===== src/rtl/seq1001_pkg.sv =====
// Shared constants for the 1001 serial link: framer state type and the sync pattern.
// Used by both the transmitter and the detector side.
package seq1001_pkg;

    typedef enum logic [1:0] {
        StIdle,
        StSync,
        StData,
        StGap
    } tx_state_e;

    localparam logic [3:0]  SYNC_PAT = 4'b1001;
    localparam int unsigned SyncLen  = 4;

    function automatic int unsigned max3(input int unsigned a, input int unsigned b,
                                         input int unsigned c);
        int unsigned m;
        m = (a > b) ? a : b;
        return (m > c) ? m : c;
    endfunction

endpackage


===== src/rtl/seq1001_piso.sv =====
// Parallel-in serial-out payload register: load a word, then shift left, MSB presented first.
module seq1001_piso
    import seq1001_pkg::*;
#(
    parameter int unsigned DATA_W = 8
) (
    input  logic              clk,
    input  logic              rst,
    input  logic              load_i,
    input  logic              shift_i,
    input  logic [DATA_W-1:0] d_i,
    output logic              msb_o
);

    logic [DATA_W-1:0] data_q;

    always_ff @(posedge clk) begin
        if (rst) begin
            data_q <= '0;
        end else if (load_i) begin
            data_q <= d_i;
        end else if (shift_i) begin
            data_q <= data_q << 1;
        end
    end

    assign msb_o = data_q[DATA_W-1];

endmodule


===== src/rtl/seq1001_frame_tx.sv =====
// Serial frame transmitter: sync pattern 1001, payload MSB first, then an idle-low gap.
// Outputs are registered from the next-state values so they line up with the state they describe.
module seq1001_frame_tx
    import seq1001_pkg::*;
#(
    parameter int unsigned DATA_W  = 8,
    parameter int unsigned GAP_CYC = 2
) (
    input  logic              clk,
    input  logic              rst,
    input  logic              in_valid_i,
    input  logic [DATA_W-1:0] in_data_i,
    output logic              in_ready_o,
    output logic              tx_bit_o,
    output logic              tx_en_o,
    output logic              frame_done_o
);

    localparam int unsigned     CntW     = $clog2(max3(SyncLen, DATA_W, GAP_CYC) + 1);
    localparam logic [CntW-1:0] SyncLast = CntW'(SyncLen - 1);
    localparam logic [CntW-1:0] DataLast = CntW'(DATA_W - 1);
    localparam logic [CntW-1:0] GapLast  = (GAP_CYC > 0) ? CntW'(GAP_CYC - 1) : '0;

    tx_state_e       state_q, state_d;
    logic [CntW-1:0] cnt_q, cnt_d;
    logic            tx_bit_q, tx_bit_d;
    logic            tx_en_q, tx_en_d;
    logic            frame_done_q, frame_done_d;
    logic            accept;
    logic            shift;
    logic            msb;

    assign in_ready_o = (state_q == StIdle) && !rst;
    assign accept     = in_valid_i && in_ready_o;

    always_comb begin
        state_d = state_q;
        cnt_d   = cnt_q + 1'b1;
        unique case (state_q)
            StIdle: if (accept) state_d = StSync;
            StSync: if (cnt_q == SyncLast) state_d = StData;
            StData: if (cnt_q == DataLast) state_d = (GAP_CYC > 0) ? StGap : StIdle;
            StGap:  if (cnt_q == GapLast) state_d = StIdle;
            default: state_d = StIdle;
        endcase
        if (state_d != state_q || state_d == StIdle) begin
            cnt_d = '0;
        end
        if (rst) begin
            state_d = StIdle;
            cnt_d   = '0;
        end
    end

    // The PISO shifts on every edge that lands in DATA, so its MSB always holds the next bit.
    assign shift = (state_d == StData);

    always_comb begin
        tx_en_d      = (state_d == StSync) || (state_d == StData);
        frame_done_d = (state_d == StData) && (cnt_d == DataLast);
        unique case (state_d)
            StSync:  tx_bit_d = SYNC_PAT[~cnt_d[1:0]];  // ~cnt == 3-cnt for a 2-bit index
            StData:  tx_bit_d = msb;
            default: tx_bit_d = 1'b0;
        endcase
    end

    always_ff @(posedge clk) begin
        if (rst) begin
            state_q      <= StIdle;
            cnt_q        <= '0;
            tx_bit_q     <= 1'b0;
            tx_en_q      <= 1'b0;
            frame_done_q <= 1'b0;
        end else begin
            state_q      <= state_d;
            cnt_q        <= cnt_d;
            tx_bit_q     <= tx_bit_d;
            tx_en_q      <= tx_en_d;
            frame_done_q <= frame_done_d;
        end
    end

    seq1001_piso #(
        .DATA_W(DATA_W)
    ) u_piso (
        .clk    (clk),
        .rst    (rst),
        .load_i (accept),
        .shift_i(shift),
        .d_i    (in_data_i),
        .msb_o  (msb)
    );

    assign tx_bit_o     = tx_bit_q;
    assign tx_en_o      = tx_en_q;
    assign frame_done_o = frame_done_q;

endmodule


===== config.mk =====
export PLATFORM = sky130hd
export DESIGN_NAME = seq1001_frame_tx
export DESIGN_NICKNAME = d
export VERILOG_FILES = /design/src/rtl/seq1001_pkg.sv /design/src/rtl/seq1001_piso.sv /design/src/rtl/seq1001_frame_tx.sv
export SDC_FILE = /design/constraint.sdc
export NUM_CORES = 1
export LEC_CHECK = 0
export CORE_UTILIZATION = 45
export CTS_CLUSTER_DIAMETER = 40
export DETAILED_ROUTE_END_ITERATION = 7
export HOLD_SLACK_MARGIN = 0.03
export PLACE_DENSITY = 0.69
export SLEW_MARGIN = 30
export SYNTH_ARGS = -nofsm -noshare
export SYNTH_HDL_FRONTEND = slang
export SYNTH_HIERARCHICAL = 1
export SYNTH_SLANG_ARGS = --single-unit

===== constraint.sdc =====
create_clock -name clk -period 2.27 [get_ports clk]
set_clock_uncertainty 0.15 [all_clocks]
set_input_delay 0.681 -clock clk [delete_from_list [all_inputs] [get_ports clk]]
set_output_delay 0.681 -clock clk [all_outputs]
set_load 0.02 [all_outputs]

== Word-level counts from Yosys, hierarchy flattened ==
Cells that the tools add are included.
Operators by class
  equal/unequal tests: 10
  reductions and logical operators: 9
  muxes and demuxes: 13
  add/sub/neg operators: 1
  order comparisons: 1
  bitwise gates (word level): 1
Operators by type and width (number)
  $mux W8: 2
  $mux W2: 5
  $eq A4 B3 Y1 const B: 2
  $mux W4: 2
  $pmux W2 S4: 1
  $eq A2 B2 Y1 const B: 3
  $add A4 B1 Y4 const B: 1
  $eq A2 B1 Y1 const B: 2
  $eq A4 B1 Y1 const B: 1
  $eq A4 B2 Y1 const B: 1
  $logic_not A2 Y1: 2
  $logic_and A1 B1 Y1: 3
  $lt A2 B3 Y1 const B: 1
  $bmux W1 S2: 1
  $logic_or A1 B1 Y1: 2
  $ne A2 B2 Y1: 1
  $not A2 Y2: 1
  $pmux W1 S2: 1
  $reduce_bool A2 Y1: 1
  $logic_not A1 Y1: 1
  $mux W1: 1
Word-level totals
  bits in registers: 17
  input bits: 11

== Logic depth before layout (Yosys ltp) ==
  word-level depth: 13
  depth in mapped cells: 9

== By module ==
Netlist, hierarchy kept.
By module, submodules not included
  seq1001_frame_tx: seq. area each 180.2 um2, area an instance 500.5 um2, cells each 54, instances 1
  seq1001_piso: seq. area each 160.2 um2, area an instance 369.1 um2, cells each 35, instances 1

== Worst setup path after synthesis ==
Ideal clock, no wire load.
  path type: input to register
  start point: in rst
  end point: reg u_piso.data_q[1]
  data arrival time: 2.031 ns
  stages on the path: 5
  data required time: 2.034 ns
  path slack: 0.003 ns
  cells stage by stage: clkbuf_1 nor3_1 and2_1 inv_1 a211oi_1
Between the ends
  cells in the longest elaborated chain, start to end: 8
  elaborated cells on any way between the ends: 9
Ends and longest elaborated chain
  from (decl): RTL line seq1001_frame_tx.sv:10  | input logic rst,
  $logic_not A1 Y1 *: RTL line seq1001_frame_tx.sv:33  | assign in_ready_o = (state_q == StIdle) && !rst;
  $logic_and A1 B1 Y1 *: RTL line seq1001_frame_tx.sv:33
  via in_ready_o: RTL line seq1001_frame_tx.sv:13  | output logic in_ready_o,
  $logic_and A1 B1 Y1 *: RTL line seq1001_frame_tx.sv:34  | assign accept = in_valid_i && in_ready_o;
  via accept: RTL line seq1001_frame_tx.sv:29  | logic accept;
  $mux W2: RTL line seq1001_frame_tx.sv:40  | StIdle: if (accept) state_d = StSync;
  $pmux W2 S4: RTL line seq1001_frame_tx.sv:39  | unique case (state_q)
  $mux W2: RTL line seq1001_frame_tx.sv:49  | if (rst) begin
  $eq A2 B2 Y1: RTL line seq1001_frame_tx.sv:56  | assign shift = (state_d == StData);
  $reduce_bool A2 Y1 (no source line)
  to (signal assigned): RTL line seq1001_piso.sv:21  | data_q <= d_i;
  to (signal assigned): RTL line seq1001_piso.sv:23  | data_q <= data_q << 1;
  to (decl): RTL line seq1001_piso.sv:15  | logic [DATA_W-1:0] data_q;
Mark *: on every way through the listed nets, which the timed path passes. The rest lies on a longest branch.
A chain may end at the register's enable or synchronous reset.

== Worst setup path after layout ==
  start point: in in_valid_i
  end point: reg u_piso.data_q[3]
Between the ends
  cells in the longest elaborated chain, start to end: 6
  elaborated cells on any way between the ends: 7
Ends and longest elaborated chain
  from (decl): RTL line seq1001_frame_tx.sv:11  | input logic in_valid_i,
  $logic_and A1 B1 Y1: RTL line seq1001_frame_tx.sv:34
  $mux W2: RTL line seq1001_frame_tx.sv:40
  $pmux W2 S4: RTL line seq1001_frame_tx.sv:39
  $mux W2: RTL line seq1001_frame_tx.sv:49
  $eq A2 B2 Y1: RTL line seq1001_frame_tx.sv:56
  via shift: RTL line seq1001_frame_tx.sv:30  | logic shift;
  $reduce_bool A2 Y1 (no source line)
The timed path passes the listed nets, and every way through them passes these cells.

==> run summary <==
RUN STATUS
--------------------------------------------------------------------------------------
Status                                                                    finished, final reports clean

FLOORPLAN
--------------------------------------------------------------------------------------
Count of standard-cell rows                                                         15
Area of the die                                                              2110 um^2
Vertical extent of the die                                                     46.0 um
Starting density of the core                                                     49.3%
Die Width                                                                      46.0 um
Core area                                                                    1760 um^2
Top-level port count                                                                15

SYNTH
--------------------------------------------------------------------------------------
Syn avg cell area                                                            9.77 um^2
Net count after synthesis                                                          105
Synth top area cells                                                      sky130_fd_sc_hd__dfxtp_1, sky130_fd_sc_hd__mux2i_1, sky130_fd_sc_hd__ha_1
Total standard cell area after synthesis                                      870 um^2
Yosys warns                                                                          6
Area leader, netlist                                                      sky130_fd_sc_hd__dfxtp_1
Share of Yosys cell area claimed by the top area cell type                       39.1%
Portion of the post-synthesis area used by sequential elements                   39.1%
Yosys cell types                                                                    30
Cells after Synth                                                                   89
FF+latch count, synth                                                               17

FINAL LAYOUT
--------------------------------------------------------------------------------------
Final instance count without filler cells                                          139
Final non-filler cell area                                                   1130 um^2
Inserted Diodes                                                                      0
Layout cell share with drive strength beyond 1                                   21.9%
Number of nets in the finished design                                              131
Area growth from synthesis to layout                                             30.2%
Share of the core filled with cells in the final layout                          64.2%

CRITICAL PATH
--------------------------------------------------------------------------------------
Startpoint of the worst setup timing path                                   in_valid_i
Setup crit start kind                                                     primary input
Worst EP arrival                                                               2210 ps
Critical R2R Capture                                                      u_piso/data_q[3]
Critical Path End                                                         u_piso/data_q[3]
Critical path required time                                                    2320 ps
RR Startpoint                                                                 cnt_q[1]
Worst reg2reg setup slack                                                       150 ps
Logic depth of the worst register-to-register path                                   9
Path type of the worst setup path                                            in -> reg
Endpoint type of the worst setup path                                        flip-flop
Critical Path Fanout Max                                                             4

CLOCK NETWORK
--------------------------------------------------------------------------------------
TritonCTS buffer count                                                               3
Clock Path Buffers                                                                   2
Clock slew at the register clock pins of the worst setup and hold paths         100 ps
Clock latency on the worst-skew pair                                            290 ps
Post-CTS Setup Bufs                                                                  0
Clock root buffer master                                                  sky130_fd_sc_hd__clkbuf_4
Total number of H-tree levels                                                        1
CTS tree                                                                         built
Clock net sink count                                                                17
Hold buffer count at cts                                                             0

GLOBAL ROUTE
--------------------------------------------------------------------------------------
Global-route wire length before repair                                         2.68 mm
Sum of overflow across all layers after global routing                               0
Via count of the first global-routing pass                                         636
Combined global-route utilization of all metal layers                            17.7%
Pin count of the biggest net entering global routing                                18
Initial antenna violation count                                                      0

TIMING
--------------------------------------------------------------------------------------
Minimum hold slack                                                              321 ps
Number of failing hold endpoints at the final stage                                  0
Final period util                                                                95.3%
Worst-Margin Slew                                                               241 ps
Clock period minus worst slack                                                 2160 ps
Worst slew margin relative to its limit                                          83.7%
RSZ-0062 raised after global routing                                                no
Fmax                                                                           462 MHz
Final count of negative-setup-slack endpoints                                        0
Max Slew Vio Count                                                                   0

DETAILED ROUTING
--------------------------------------------------------------------------------------
Via count                                                                          714
Count of nets left with antenna violations after detail routing                      0
Mean routed wirelength per cell                                                11.7 um
Initial DRT Pass Iterations                                                          4
Total length of routed wires                                                   1.63 mm
Residual DRC count                                                                   0
Vias per cell                                                                     5.14
Initial DRC Count                                                                    2

FLOW RUN
--------------------------------------------------------------------------------------
Max-cap viol count                                                                   0

PLACEMENT
--------------------------------------------------------------------------------------
Number of placed instances with taps included                                      135
# port buffers                                                                      14
Global placement routability congestion                                          0.818
Dpl cell area                                                                1090 um^2
DP Wirelength                                                                  1.26 mm

POWER
--------------------------------------------------------------------------------------
Worst-case vdd ir drop                                                        0.319 mV
Leakage                                                                    0.000429 uW
Power Dens Cells                                                           505 nW/um^2
Power Total                                                                     572 uW

WORST HOLD PATH
--------------------------------------------------------------------------------------
Worst min-delay path class                                                  reg -> reg

## per-layer routing
layer	global-route usage [%]	share of wire [%]
met1	25.7	52
met2	25.1	44
met3	2.78	2.9
met4	8.82	0.74
met5	0	0
## synthesized netlist by cell type
cell type,instances
sky130_fd_sc_hd__o21a_1,2
sky130_fd_sc_hd__dfxtp_1,17
sky130_fd_sc_hd__a22oi_1,2
sky130_fd_sc_hd__or2_2,1
sky130_fd_sc_hd__or3b_1,1
sky130_fd_sc_hd__buf_6,1
sky130_fd_sc_hd__a211oi_1,7
sky130_fd_sc_hd__nand3_1,2
sky130_fd_sc_hd__nand4bb_1,1
sky130_fd_sc_hd__mux2i_1,7
sky130_fd_sc_hd__a21oi_1,4
sky130_fd_sc_hd__nor2b_1,10
sky130_fd_sc_hd__xor2_1,1
sky130_fd_sc_hd__nor3_1,6
sky130_fd_sc_hd__inv_1,3
sky130_fd_sc_hd__o21ai_0,1
sky130_fd_sc_hd__and2_1,1
sky130_fd_sc_hd__ha_1,5
sky130_fd_sc_hd__clkdlybuf4s18_2,1
sky130_fd_sc_hd__nand3b_1,1
sky130_fd_sc_hd__mux2_2,2
sky130_fd_sc_hd__nor4b_1,1
sky130_fd_sc_hd__nor2_1,5
sky130_fd_sc_hd__nand2_1,1
sky130_fd_sc_hd__buf_2,1
sky130_fd_sc_hd__a311o_1,1
sky130_fd_sc_hd__nor3b_2,1
sky130_fd_sc_hd__nor4_2,1
sky130_fd_sc_hd__clkbuf_1,1
sky130_fd_sc_hd__nor3b_1,1
## cells by family after synthesis
kind of cell / share of synthesized area, %
buffers and inverters: 4.75
multiplexers: 10.6
flip-flops: 39.1
AO/OA/AOI/OAI: 13.5
adder cells (fa/ha/maj): 7.19
AND/OR/NAND/NOR: 23.7
XOR/XNOR: 1.01
## sequential cells by signal, indices dropped and copies added, names as in the netlist
| signal | count |
|---|---|
| tx_en_o | 1 |
| tx_bit_o | 1 |
| state_q | 2 |
| cnt_q | 4 |
| frame_done_o | 1 |
| u_piso/data_q | 8 |
## critical path: stages
cell and delay, ps:
sky130_fd_sc_hd__clkdlybuf4s50_1 470, sky130_fd_sc_hd__nor2_1 50, sky130_fd_sc_hd__a21oi_1 160, sky130_fd_sc_hd__o21ai_1 100, sky130_fd_sc_hd__ha_1 240, sky130_fd_sc_hd__buf_4 170, sky130_fd_sc_hd__mux2i_1 120, sky130_fd_sc_hd__a211oi_1 230
## layout make-up
cell class,count,area [um^2]
clock buffer,3,22.5
fill,161,632
tap,25,31.3
multi-input combinational,65,497
sequential,17,343
timing repair buffer,25,223
clock inverter,1,5.00
inverter,3,11.3
## worst min path at each step
stage              from  endpoint  cells after the start
6_report       cnt_q[0]  cnt_q[0]                      1
5_1_grt        cnt_q[0]  cnt_q[0]                      1
4_1_cts        cnt_q[0]  cnt_q[0]                      1
3_5_place_dp   cnt_q[0]  cnt_q[0]                      1
3_3_place_gp   cnt_q[0]  cnt_q[0]                      1
2_1_floorplan  cnt_q[0]  cnt_q[0]                      1
## placed cells by master, fill, tap and decap left out
| master | synthesis | routed |
|---|---|---|
| sky130_fd_sc_hd__nor2_1 | 5 | 5 |
| sky130_fd_sc_hd__o21a_1 | 2 | 2 |
| sky130_fd_sc_hd__mux2_2 | 2 | 2 |
| sky130_fd_sc_hd__ha_1 | 5 | 5 |
| sky130_fd_sc_hd__or3b_1 | 1 | 1 |
| sky130_fd_sc_hd__dlygate4sd2_1 | 0 | 1 |
| sky130_fd_sc_hd__a22oi_1 | 2 | 2 |
| sky130_fd_sc_hd__o21ai_1 | 0 | 1 |
| sky130_fd_sc_hd__a21oi_1 | 4 | 3 |
| sky130_fd_sc_hd__inv_1 | 3 | 3 |
| sky130_fd_sc_hd__dfxtp_2 | 0 | 2 |
| sky130_fd_sc_hd__nor4_2 | 1 | 1 |
| sky130_fd_sc_hd__nor2b_1 | 10 | 10 |
| sky130_fd_sc_hd__clkbuf_4 | 0 | 3 |
| sky130_fd_sc_hd__clkinv_2 | 0 | 1 |
| sky130_fd_sc_hd__clkdlybuf4s50_1 | 0 | 12 |
| sky130_fd_sc_hd__buf_6 | 1 | 1 |
| sky130_fd_sc_hd__nand3_1 | 2 | 2 |
| sky130_fd_sc_hd__nor3_1 | 6 | 5 |
| sky130_fd_sc_hd__nand4bb_1 | 1 | 1 |
| sky130_fd_sc_hd__nor3b_1 | 1 | 1 |
| sky130_fd_sc_hd__xor2_1 | 1 | 1 |
| sky130_fd_sc_hd__or2_2 | 1 | 1 |
| sky130_fd_sc_hd__nor3b_2 | 1 | 1 |
| sky130_fd_sc_hd__dfxtp_1 | 17 | 15 |
| sky130_fd_sc_hd__nand2_1 | 1 | 1 |
| sky130_fd_sc_hd__a311o_1 | 1 | 1 |
| sky130_fd_sc_hd__nor4b_1 | 1 | 1 |
| sky130_fd_sc_hd__buf_4 | 0 | 11 |
| sky130_fd_sc_hd__a211oi_1 | 7 | 7 |
| sky130_fd_sc_hd__mux2i_1 | 7 | 7 |
| sky130_fd_sc_hd__and2_1 | 1 | 1 |
| sky130_fd_sc_hd__nor3_2 | 0 | 1 |
| sky130_fd_sc_hd__a21oi_2 | 0 | 1 |
| sky130_fd_sc_hd__nand3b_1 | 1 | 1 |
## timing repair
item | CTS | global route
pin swaps | 2 | 0
setup endpoints to repair | 9 | 4
gates resized for setup | 11 | 2
## stage by stage
step | setup TNS, ps | setup slack [ps]
floorplan | 0 | 3.13
global placement | -3750 | -553
detailed placement | -4170 | -568
CTS | 0 | 108
global route | 0 | 6.29
finish | 0 | 106
## power breakdown
part	switching, uW	internal (uW)	total (uW)
registers	9.21	312	321
clock network	97.9	65.5	163
logic	38.2	49.1	87.3
total	145	426	572
Power figures use the tool's default switching activity.
==> RTL edit, RTL diff (config.mk and constraints unchanged) <==
Set the parameter `GAP_CYC` to 4 (it was 2).
--- a/src/rtl/seq1001_frame_tx.sv
+++ b/src/rtl/seq1001_frame_tx.sv
@@ -5,5 +5,5 @@
 #(
     parameter int unsigned DATA_W  = 8,
-    parameter int unsigned GAP_CYC = 2
+    parameter int unsigned GAP_CYC = 4
 ) (
     input  logic              clk,
Check against the original RTL: same outputs for any inputs over 10 cycles, from zero or initial values and one cycle with rst high; that may be too few to reach the edited logic, so the function may still have changed.
==> RTL edit against the original RTL <==
  * Worst setup slack lost 0.031 ns
  * Design area shrank 3.3%
  * Wire length shrank 0.74%
  * Total power shrank 0.44%
  * Area after synthesis shrank 3.0%
  * Cell count shrank 4.3%
  * Sequential cell count is the same
  * Die area shrank 2.9%
  * Highest routed layer unchanged
==> RTL edit: results <==
export IMPL_synth_top_cells_by_count="dfxtp_1, nor2b_1, a211oi_1, mux2i_1"
export IMPL_ys_types=30
export IMPL_placed_cells_incl_taps=129
export IMPL_vdd_drop_max_mv=0.513
export IMPL_cp_max_stage_cell="or3b_4"
export IMPL_synth_adder_area_share_pct=5.93
export IMPL_final_wtd_congestion=0.789
export IMPL_seq_area_frac_synth_pct=40.4
export IMPL_gr_usage_met2_pct=27.2
export IMPL_ys_async_sr_fraction_pct=0
export IMPL_insertedDiodeCount=0
export IMPL_global_route_usage_met1_pct=24.6
export IMPL_class_of_the_worst_hold_path="reg -> reg"
export IMPL_critical_path_max_stage_delay_ns=0.41
export IMPL_worst_r2r_setup_slack_ns=0.08
export IMPL_dp_worst_setup_slack_ns=-0.513
export IMPL_post_detailed_placement_half_perimeter_wirelength_um=1170
export IMPL_drt_total_wl_um=1620
export IMPL_fin_nets=124
export IMPL_hold_depth=1
export IMPL_synth_compound_area_share_pct=13.4
export IMPL_synth_xor_area_share_pct=2.08
export IMPL_synth_cells=86
export IMPL_reg2reg_depth=8
export IMPL_num_fill_cells=166
export IMPL_hold_end="cnt_q[0]$_SDFF_PP0_"
export IMPL_run_status="complete, no violations"
export IMPL_drive_gt1_share_pct=20.4
export IMPL_firstDrtPassIters=3
export IMPL_clock_tree_buffer_depth=2
export IMPL_synth_area_leaders="dfxtp_1, mux2i_1, nor2b_1"
export IMPL_fin_crit_sh_pct=96.7
export IMPL_first_iter_violations=9
export IMPL_global_route_usage_met3_pct=6.00
export IMPL_dr_total_vias=685
export IMPL_first_pass_grt_wire_length_um=2620
export IMPL_synth_mux_area_fraction_pct=8.31
export IMPL_first_global_vias=629
export IMPL_synth_net_count=101
export IMPL_grt_usage_pct=18.2
export IMPL_worst_r2r_start="cnt_q[0]$_SDFF_PP0_"
export IMPL_crit_path_max_fanout=6
export IMPL_grt_start_max_net_pins=24
export IMPL_timing_max_slew_rel_slack_pct=82.4
export IMPL_routed_via_density=5.15
export IMPL_p_leak_nw=0.385
export IMPL_critical_path_reg2reg_endpoint="u_piso/data_q[1]$_SDFFE_PP0P_"
export IMPL_final_hold_worst_slack_ns=0.309
export IMPL_synth_main_ff_cell="dfxtp_1"
[RTL edit: cell types whose count changed after synthesis, moves of 2 or more]
| cell | delta |
|---|---|
| a21oi_1 | -3 |
| a31oi_1 | +2 |
| mux2_2 | -2 |
| nand2_1 | +3 |
| o21a_1 | -2 |
[RTL edit: layer usage]
| layer | vias to the layer above | wire length (um) |
|---|---|---|
| met2 | 10 | 685 |
| li1 | 353 | - |
| met1 | 320 | 872 |
| met5 | - | 0 |
| met3 | 2 | 49 |
| met4 | 0 | 12 |
[RTL edit: critical path: cells and delay by family (launching register included)]
| kind | cells | cell delay (ns) |
|---|---|---|
| AND/OR/NAND/NOR | 2 | 0.52 |
| adder cells (fa/ha/maj) | 2 | 0.41 |
| flip-flops | 1 | 0.37 |
| AO/OA/AOI/OAI | 2 | 0.25 |
| multiplexers | 1 | 0.23 |
| buffers and inverters | 1 | 0.15 |
[RTL edit: worst max path at each step]
stage / startpoint / to / cells after the start
global route: cnt_q[0]$_SDFF_PP0_ / u_piso/data_q[1]$_SDFFE_PP0P_ / 8
detailed placement: rst / in_ready_o / 3
CTS: cnt_q[0]$_SDFF_PP0_ / u_piso/data_q[6]$_SDFFE_PP0P_ / 8
global placement: rst / in_ready_o / 3
floorplan: cnt_q[0]$_SDFF_PP0_ / u_piso/data_q[0]$_SDFFE_PP0P_ / 8
finish: cnt_q[0]$_SDFF_PP0_ / u_piso/data_q[1]$_SDFFE_PP0P_ / 8
[RTL edit: layout make-up]
type / count / area share [%]
Multi-Input combinational cell: 64 / 44.9
Tap cell: 25 / 2.86
Inverter: 2 / 0.686
Clock buffer: 4 / 2.40
Sequential cell: 17 / 31.2
Timing Repair Buffer: 21 / 17.9
[RTL edit: cell families after synthesis]
family / Yosys count
AO/OA/AOI/OAI: 14
multiplexers: 7
buffers and inverters: 5
adder cells (fa/ha/maj): 4
flip-flops: 17
XOR/XNOR: 2
AND/OR/NAND/NOR: 37
[RTL edit: power breakdown]
group          internal (mW)  switching, mW
combinational         0.0507         0.0413
clock                 0.0682         0.0875
sequential             0.313        0.00884
total                  0.432          0.138
[RTL edit: metrics by stage]
| stage | instance area (um^2) | setup TNS, ns |
|---|---|---|
| after floorplan | 843 | 0 |
| after global placement | 1040 | -2.78 |
| after detailed placement | 1040 | -3.02 |
| after CTS | 1080 | 0 |
| after global routing | 1090 | -0.00551 |
| final | 1090 | 0 |
[RTL edit: repair_timing]
item,CTS,global route
resized for setup,10,6
pin swaps,1,2
hold buffers,0,0
setup endpoints to repair,2,9
